File: config.mk
export PLATFORM = sky130hd
export DESIGN_NAME = fifo_wr_arbiter
export DESIGN_NICKNAME = d
export VERILOG_FILES = /design/src/rtl/fifo_arb_pkg.sv /design/src/rtl/rr_pick.sv /design/src/rtl/fifo_wr_arbiter.sv
export SDC_FILE = /design/constraint.sdc
export NUM_CORES = 1
export LEC_CHECK = 0
export BUFFER_PORTS_ARGS = -buffer_cell sky130_fd_sc_hd__buf_2
export CORE_MARGIN = 5
export CORE_UTILIZATION = 35
export CTS_BUF_LIST = sky130_fd_sc_hd__clkbuf_4 sky130_fd_sc_hd__clkbuf_8 sky130_fd_sc_hd__clkbuf_16
export DETAILED_ROUTE_END_ITERATION = 6
export PLACE_DENSITY = 0.76
export SLEW_MARGIN = 30
export SYNTH_ARGS = -nofsm -noshare
export SYNTH_HDL_FRONTEND = slang
export SYNTH_SLANG_ARGS = --single-unit
File: constraint.sdc
create_clock -name clk -period 5.73 [get_ports clk]
set_clock_uncertainty 0.2 [all_clocks]
set_input_delay 0.2865 -clock clk [delete_from_list [all_inputs] [get_ports clk]]
set_output_delay 0.2865 -clock clk [all_outputs]
set_load 0.03 [all_outputs]
File: src/rtl/fifo_arb_pkg.sv
// fifo_arb_pkg: shared state encoding for the FIFO write-port arbiter
package fifo_arb_pkg;
   typedef enum logic [1:0] {IDLE = 2'd0, BURST = 2'd1} state_t;
endpackage

File: src/rtl/rr_pick.sv
// rr_pick: combinational round-robin pick of the first request at or above ptr, modulo N
module rr_pick
   import fifo_arb_pkg::*;
#(
   parameter int N  = 4,
   parameter int PW = $clog2(N)
) (
   input  logic [N-1:0]  req,
   input  logic [PW-1:0] ptr,
   output logic [N-1:0]  pick,
   output logic          any
);
   logic [PW-1:0] j;
   always_comb begin
      pick = '0;
      j    = '0;
      for (int k = N - 1; k >= 0; k--) begin
         j = PW'((int'(ptr) + k) % N);
         pick = req[j] ? N'(1) << j : pick;
      end
   end
   assign any = |req;
endmodule

File: src/rtl/fifo_wr_arbiter.sv
// fifo_wr_arbiter: round-robin, packet-locked sharing of one FIFO write port among N streams
module fifo_wr_arbiter
   import fifo_arb_pkg::*;
#(
   parameter int N        = 4,
   parameter int DW       = 16,
   parameter int MAXBURST = 0
) (
   input  logic            clk,
   input  logic            rst,
   input  logic [N-1:0]    req_valid,
   input  logic [N*DW-1:0] req_data,
   input  logic [N-1:0]    req_last,
   output logic [N-1:0]    req_ready,
   input  logic            fifo_full,
   output logic            fifo_wr_en,
   output logic [DW-1:0]   fifo_wr_data,
   output logic [N-1:0]    grant,
   output logic            busy
);
   localparam int PW = $clog2(N);
   localparam int CW = MAXBURST > 1 ? $clog2(MAXBURST + 1) : 1;
   state_t        state_q, state_d;
   logic [N-1:0]  grant_q, grant_d, pick;
   logic [PW-1:0] rr_q, rr_d, g, nxt;
   logic [CW-1:0] cnt_q, cnt_d;
   logic          any, done;
   always_comb begin
      g            = '0;
      fifo_wr_data = '0;
      for (int i = 0; i < N; i++) begin
         g            = grant_q[i] ? PW'(i) : g;
         fifo_wr_data = grant_q[i] ? req_data[i*DW +: DW] : fifo_wr_data;
      end
   end
   assign grant      = grant_q;
   assign busy       = state_q == BURST;
   assign req_ready  = grant_q & {N{~fifo_full}};
   assign fifo_wr_en = |(grant_q & req_valid) & ~fifo_full;
   assign done       = fifo_wr_en & (|(grant_q & req_last) | (MAXBURST != 0 && cnt_q == CW'(MAXBURST - 1)));
   assign nxt        = (g == PW'(N - 1)) ? '0 : g + 1'b1;
   // the owner is masked out so a finishing requester cannot immediately re-win
   rr_pick #(.N(N)) u_pick (
      .req (req_valid & ~grant_q),
      .ptr (busy ? nxt : rr_q),
      .pick(pick),
      .any (any)
   );
   always_comb begin
      state_d = state_q;
      grant_d = grant_q;
      rr_d    = rr_q;
      cnt_d   = cnt_q;
      if (!busy) begin
         state_d = any ? BURST : IDLE;
         grant_d = pick;
      end else if (fifo_wr_en) begin
         cnt_d   = done ? '0 : cnt_q + 1'b1;
         rr_d    = done ? nxt : rr_q;
         grant_d = done ? pick : grant_q;
         state_d = (done && !any) ? IDLE : BURST;
      end
   end
   always_ff @(posedge clk or posedge rst) begin
      if (rst) begin
         state_q <= IDLE;
         grant_q <= '0;
         rr_q    <= '0;
         cnt_q   <= '0;
      end else begin
         state_q <= state_d;
         grant_q <= grant_d;
         rr_q    <= rr_d;
         cnt_q   <= cnt_d;
      end
   end
endmodule

Word-level counts from Yosys, hierarchy flattened
Index checks and enable logic that the tools add are counted.
{ "op_classes": {"addsub": 4, "n_lt_le_gt_ge": 4, "n_eq_ne": 4, "shift": 4, "n_mux": 28, "bitwise_logic": 8, "n_reduce_logical": 7} }
{ "ops": {"columns": ["cell", "count"], "rows": [
  ["two-way mux 16 bit", 4],
  ["two-way mux 4 bit", 7],
  ["AND 4 bit", 4],
  ["left shift 1 x 2 -> 4 bit, first input constant", 4],
  ["less-than comparator 2 x 3 -> 1 bit, second input constant", 4],
  ["two-way mux 2 bit", 6],
  ["OR reduction 4 bit", 3],
  ["binary-select mux 1 bit (select 2 bit)", 4],
  ["two-way mux 1 bit", 7],
  ["adder 2 x 1 -> 2 bit, second input constant", 2],
  ["adder 2 bit, second input constant", 2],
  ["NOT 4 bit", 1],
  ["AND reduction 3 bit", 1],
  ["AND 1 bit", 2],
  ["equality test 2 x 1 -> 1 bit, second input constant", 1],
  ["equality test 2 bit, second input constant", 1],
  ["!= test 2 x 1 -> 1 bit, second input constant", 1],
  ["!= test 2 bit, second input constant", 1],
  ["AND reduction 2 bit", 1],
  ["logical AND 1 bit", 1],
  ["zero test 1 bit", 1],
  ["NOT 1 bit", 1]
]} }
{ "word_totals": {"ff_bits": 8, "input_bits": 75, "out_inout_bits": 26, "word_cells": 62} }

Logic depth before layout (Yosys ltp)
{ "logic_depth": {"depth_word": 16, "ltp_mapped": 7} }

Cells and area by module
A second synthesis with hierarchy kept.
{ "unflattened": {"hier_cells": 161, "hier_area_um2": 1276.2} }
{ "by_module_without_submodules": {"columns": ["module", "n_inst", "cells_per_inst", "area_per_inst_um2"], "rows": [
  ["fifo_wr_arbiter", 1, 113, 857.1],
  ["rr_pick", 1, 48, 419.2]
]} }

Least setup slack after synthesis
OpenSTA, ideal clock, no wires.
{ "synth_path": {"path_type": "reg-to-output", "start": "reg grant_q[1], in the netlist grant[1]", "end": "out fifo_wr_data[10]", "arrival_time_ps": 2148, "required_time_ps": 5244, "setup_slack_ps": 3095, "path_stages_with_launch": 7, "path_buffers": 2, "path_cell_list": "dfrtp_1 -> clkbuf_1 -> clkbuf_1 -> a22oi_1 -> nor2_1 -> a21oi_1 -> o21ai_0"} }
{ "synth_between": {"elab_chain_cells": 3} }
{ "synth_lines": {"columns": ["element", "line", "source"], "rows": [
  ["start: declaration", "fifo_wr_arbiter.sv:24", "logic [N-1:0] grant_q, grant_d, pick;"],
  ["start signal: assignment", "fifo_wr_arbiter.sv:72", "grant_q <= grant_d;"],
  ["two-way mux 16 bit (3 in a row)", "fifo_wr_arbiter.sv:33", "fifo_wr_data = grant_q[i] ? req_data[i*DW +: DW] : fifo_wr_data;"],
  ["end: declaration", "fifo_wr_arbiter.sv:17", "output logic [DW-1:0] fifo_wr_data,"]
]} }
Every way passes these cells.

Worst setup path after layout
{ "layout_path": {"start": "reg grant_q[1], in the netlist grant[1]", "end": "reg grant_q[1], in the netlist grant[1]"} }
{ "layout_between": {"elab_chain_cells": 16, "word_cells_on_any_way": 40} }
{ "layout_lines": {"columns": ["element", "line", "source"], "rows": [
  ["two-way mux 1 bit", "fifo_wr_arbiter.sv:32", "g = grant_q[i] ? PW'(i) : g;"],
  ["two-way mux 2 bit (2 in a row)", "fifo_wr_arbiter.sv:32", null],
  ["adder 2 x 1 -> 2 bit or equality test 2 bit (tied branches)", "fifo_wr_arbiter.sv:41", "assign nxt = (g == PW'(N - 1)) ? '0 : g + 1'b1;"],
  ["two-way mux 2 bit", "fifo_wr_arbiter.sv:41", null],
  ["two-way mux 2 bit", "fifo_wr_arbiter.sv:45", ".ptr (busy ? nxt : rr_q),"],
  ["adder 2 bit", "rr_pick.sv:18", "j = PW'((int'(ptr) + k) % N);"],
  ["binary-select mux 1 bit (select 2 bit)", "rr_pick.sv:19", "pick = req[j] ? N'(1) << j : pick;"],
  ["two-way mux 1 bit (not written as such)", "rr_pick.sv:19", null],
  ["two-way mux 4 bit (4 in a row)", "rr_pick.sv:19", null],
  ["two-way mux 4 bit", "fifo_wr_arbiter.sv:60", "grant_d = done ? pick : grant_q;"],
  ["two-way mux 4 bit", "fifo_wr_arbiter.sv:57", "end else if (fifo_wr_en) begin"],
  ["two-way mux 4 bit", "fifo_wr_arbiter.sv:54", "if (!busy) begin"]
]} }
Parallel ways exist; a longest one is shown, timed or not. The select of a mux whose other input is x is not followed.
A chain may end at the register's enable or synchronous reset.

==> metrics.txt <==
RR Endpoint=grant[1]$_DFFE_PP0P_; largest family of logic cells by synthesized area=compound AO/OA/AOI/OAI gates; RSZ-0062 raised after global routing=false; Die Height=69.7 um; Vias/cell=5.21; clock sinks=7; clock transition at the register clock pins on the worst setup and hold paths after CTS=0.05 ns; Synth Area in XOR/XNOR=0%; setup_tns=0 ns; Fin. Hold Viols=0; Worst Hold End=rr_q[1]$_DFFE_PP0P_; sequential share of the synthesized area=14.0%; Die W=69.7 um; Pwr Density=636 nW/um^2; ranking of synthesized cells by area=dfrtp_1 (14%), a22oi_1 (11%), a21oi_1 (9.2%); Netlist cell types=37; post-route cell area=1810 um^2; Largest stage delay, worst path=0.93 ns; clock latency on the worst-skew pair=0.25 ns; Final nets=363; htree depth=1; r2r setup slk=2.64 ns; hold crit path type=in -> reg; Synth Cell Area=1250 um^2; routability cong.=0.814; outcome=finished, final reports clean; initial antenna violation count=0; CP Capture Type=flop; routed vias=1694; Simple-Gate Fraction of Synth Area=26.8%; ANT cells=0; worst path cell trace=nand2b_2 > a21oi_4 > ha_1 > mux4_2 > a221oi_1 > a21oi_1; Slew @ Worst Pin=0.901 ns; antenna-violating nets left=0; endpoints failing setup=0; PortBufs=100; Synth Net Count=267; layout cell share with drive strength beyond 1=43.4%; die area=4860 um^2; post-synth top area share=14.0%; Crit Path Class=reg -> reg; Top FF cell, synth=dfrtp_1; vias in the first global route=1563; Starting Density=36.8%; Crit Path Max Fanout=26; Crit-path slowest cell=dfrtp_1; hold path startpoint=fifo_full; Top-Level Pins=101; First-pass DRT Iterations=4; adder and majority gate portion of the synthesized area=8.02%; Post-synth EDFFs=0; Post-route DRC=0; Yosys reg bits=7; Post-DP HPWL=3670 um; Post-synth ARST share=100%; clk root buf=clkbuf_4; Clock Path Buffers=2; reg2reg path depth=6; Critical Path RT=5.66 ns; R2R Path Start=grant[1]$_DFFE_PP0P_; CP Launch Type=flop; Rel. slew slack=39.9%; final WL=4610 um; cts bufs inserted=3; average size of a mapped cell=6.78 um^2; Iter 0 DRT Violations=118; multiplexer share of the synthesized area=2.61%; Final Cycle Share=53.9%; cell taking the most area after synthesis=dfrtp_1; largest net degree at the start of global routing=42; post-synthesis compound-gate area fraction=43.0%; WL/cell=14.2 um; CTS tree=done; Tot GR Track Use=17.9%; buffer and inverter count on the worst path=0; Layout area overhead=45.1%; num rows=21; Largest delay share family, worst path=flip-flops; area post-placement=1770 um^2; Peak VDD IR=0.000262 V; Fmax=324 MHz; leakage=0.000900 uW; max cap viols=0; # resized after CTS=0; Pins Over Slew Limit=0; hold path cells=4; YS warnings=0; Core Box Area=3390 um^2; critical path arrival=3.02 ns; Synth Instances=184; first-pass GRT wire length=7450 um; grt total ovfl=0; min Tclk post-route=3.09 ns
-- metrics by stage --
step / worst slack (ns) / hold WS, ns / util, % / power, uW / cells
CTS: 2.51 / 0.288 / 53.3 / 1150 / 325
floorplan: 3.10 / -0.110 / - / 867 / 184
detailed placement: 2.69 / 0.0284 / 52.2 / 1090 / 320
global route: 2.43 / 0.334 / 53.4 / 1250 / 325
global placement: 2.55 / 0.0319 / 52.1 / 1090 / 320
finish: 2.64 / 0.287 / 53.4 / 1150 / 325
-- how the worst max path moves through the flow --
stage	startpoint	end	slack, ns	depth (start not counted)
finish	grant[1]$_DFFE_PP0P_	grant[1]$_DFFE_PP0P_	2.64	6
global route	grant[1]$_DFFE_PP0P_	grant[2]$_DFFE_PP0P_	2.43	7
global placement	grant[3]$_DFFE_PP0P_	grant[3]$_DFFE_PP0P_	2.55	6
floorplan	grant[1]$_DFFE_PP0P_	fifo_wr_data[10]	3.10	6
CTS	grant[1]$_DFFE_PP0P_	fifo_wr_data[1]	2.51	6
detailed placement	grant[1]$_DFFE_PP0P_	grant[2]$_DFFE_PP0P_	2.69	7
-- cells in the mapped netlist, drive strengths merged (2+ instances only) --
cell type,count
nand2b,5
ha,8
o22ai,4
nor2,21
a211oi,3
inv,6
a22oi,19
dfrtp,7
nand3,7
a221oi,5
a21oi,25
nand2,23
o21ai,19
nor2b,9
buf,2
clkbuf,9
-- routing by layer --
| layer | wire (um) | up-vias | global-route usage, % |
|---|---|---|---|
| li1 | - | 873 | - |
| met1 | 1870 | 750 | 22.1 |
| met2 | 2410 | 69 | 32.8 |
| met3 | 310 | 2 | 3.04 |
| met4 | 23 | 0 | 2.77 |
| met5 | 0 | - | 0 |
-- where the power goes --
group | internal (uW) | switching [uW] | leakage [uW] | total [uW]
logic | 335 | 591 | 0.000802 | 926
clock network | 31.3 | 18.6 | 0.0000184 | 50.0
registers | 73.9 | 101 | 0.0000804 | 175
total | 440 | 711 | 0.000900 | 1150
-- registers in the layout (all words and copies together), names as in the netlist --
register / flops
state_q: 1
grant: 4
rr_q: 2
-- area by class of cell --
class                   count  area (um^2)
inverters                   6         22.5
repair buffers            102          518
flip-flops and latches      7          176
multi-input cells         160         1010
fillers                   337         1580
well taps                  46         57.6
clock buffers               4         30.0
-- worst min-delay path: stages --
cell and delay [ns]:
buf_2 0.14, a221oi_2 0.06, nand2_1 0.11, o31ai_1 0.08
-- layout by cell type (no fill, tap or decap) --
| master | Yosys | final |
|---|---|---|
| o22ai_1 | 4 | 4 |
| nand2b_1 | 4 | 4 |
| a221oi_1 | 4 | 4 |
| clkbuf_4 | 0 | 4 |
| nand2_1 | 23 | 23 |
| a22oi_1 | 19 | 19 |
| nand3_1 | 7 | 7 |
| dfrtp_1 | 7 | 6 |
| buf_2 | 1 | 100 |
| mux2i_1 | 1 | 1 |
| inv_1 | 4 | 4 |
| o21ai_0 | 18 | 18 |
| nor4_1 | 1 | 1 |
| and2_1 | 1 | 1 |
| nor2_1 | 21 | 21 |
| a21oi_4 | 1 | 1 |
| dlygate4sd3_1 | 0 | 1 |
| inv_2 | 2 | 2 |
| nor2b_1 | 8 | 7 |
| buf_4 | 1 | 1 |
| a211oi_1 | 1 | 1 |
| ha_1 | 8 | 8 |
| or3_1 | 1 | 1 |
| dfrtp_2 | 0 | 1 |
| a211oi_2 | 2 | 2 |
| o32a_1 | 1 | 1 |
| nor2b_2 | 1 | 2 |
| a31oi_1 | 1 | 1 |
| a221oi_2 | 1 | 1 |
| mux4_2 | 1 | 1 |
| a21oi_2 | 1 | 1 |
| a21oi_1 | 23 | 23 |
| nor3b_2 | 1 | 1 |
| a2bb2oi_2 | 1 | 1 |
| a32oi_1 | 1 | 1 |
| o31ai_1 | 1 | 1 |
| o21ai_2 | 1 | 1 |
| nand2b_2 | 1 | 1 |
| and2b_4 | 1 | 1 |
-- timing repair --
| action | CTS | global route |
|---|---|---|
| hold endpoints to repair | 7 | 0 |
| hold buffers | 1 | 0 |
| buffers inserted | 0 | 0 |
-- logic make-up (layout without fill, tap and decap cells) --
| logic type | count (synthesis) | in the layout |
|---|---|---|
| compound gates | 80 | 80 |
| fa+ha+maj | 8 | 8 |
| buf+inv | 17 | 112 |
| flops | 7 | 7 |
| mux | 2 | 2 |
| simple gates | 70 | 70 |
Power figures use the tool's default switching activity.
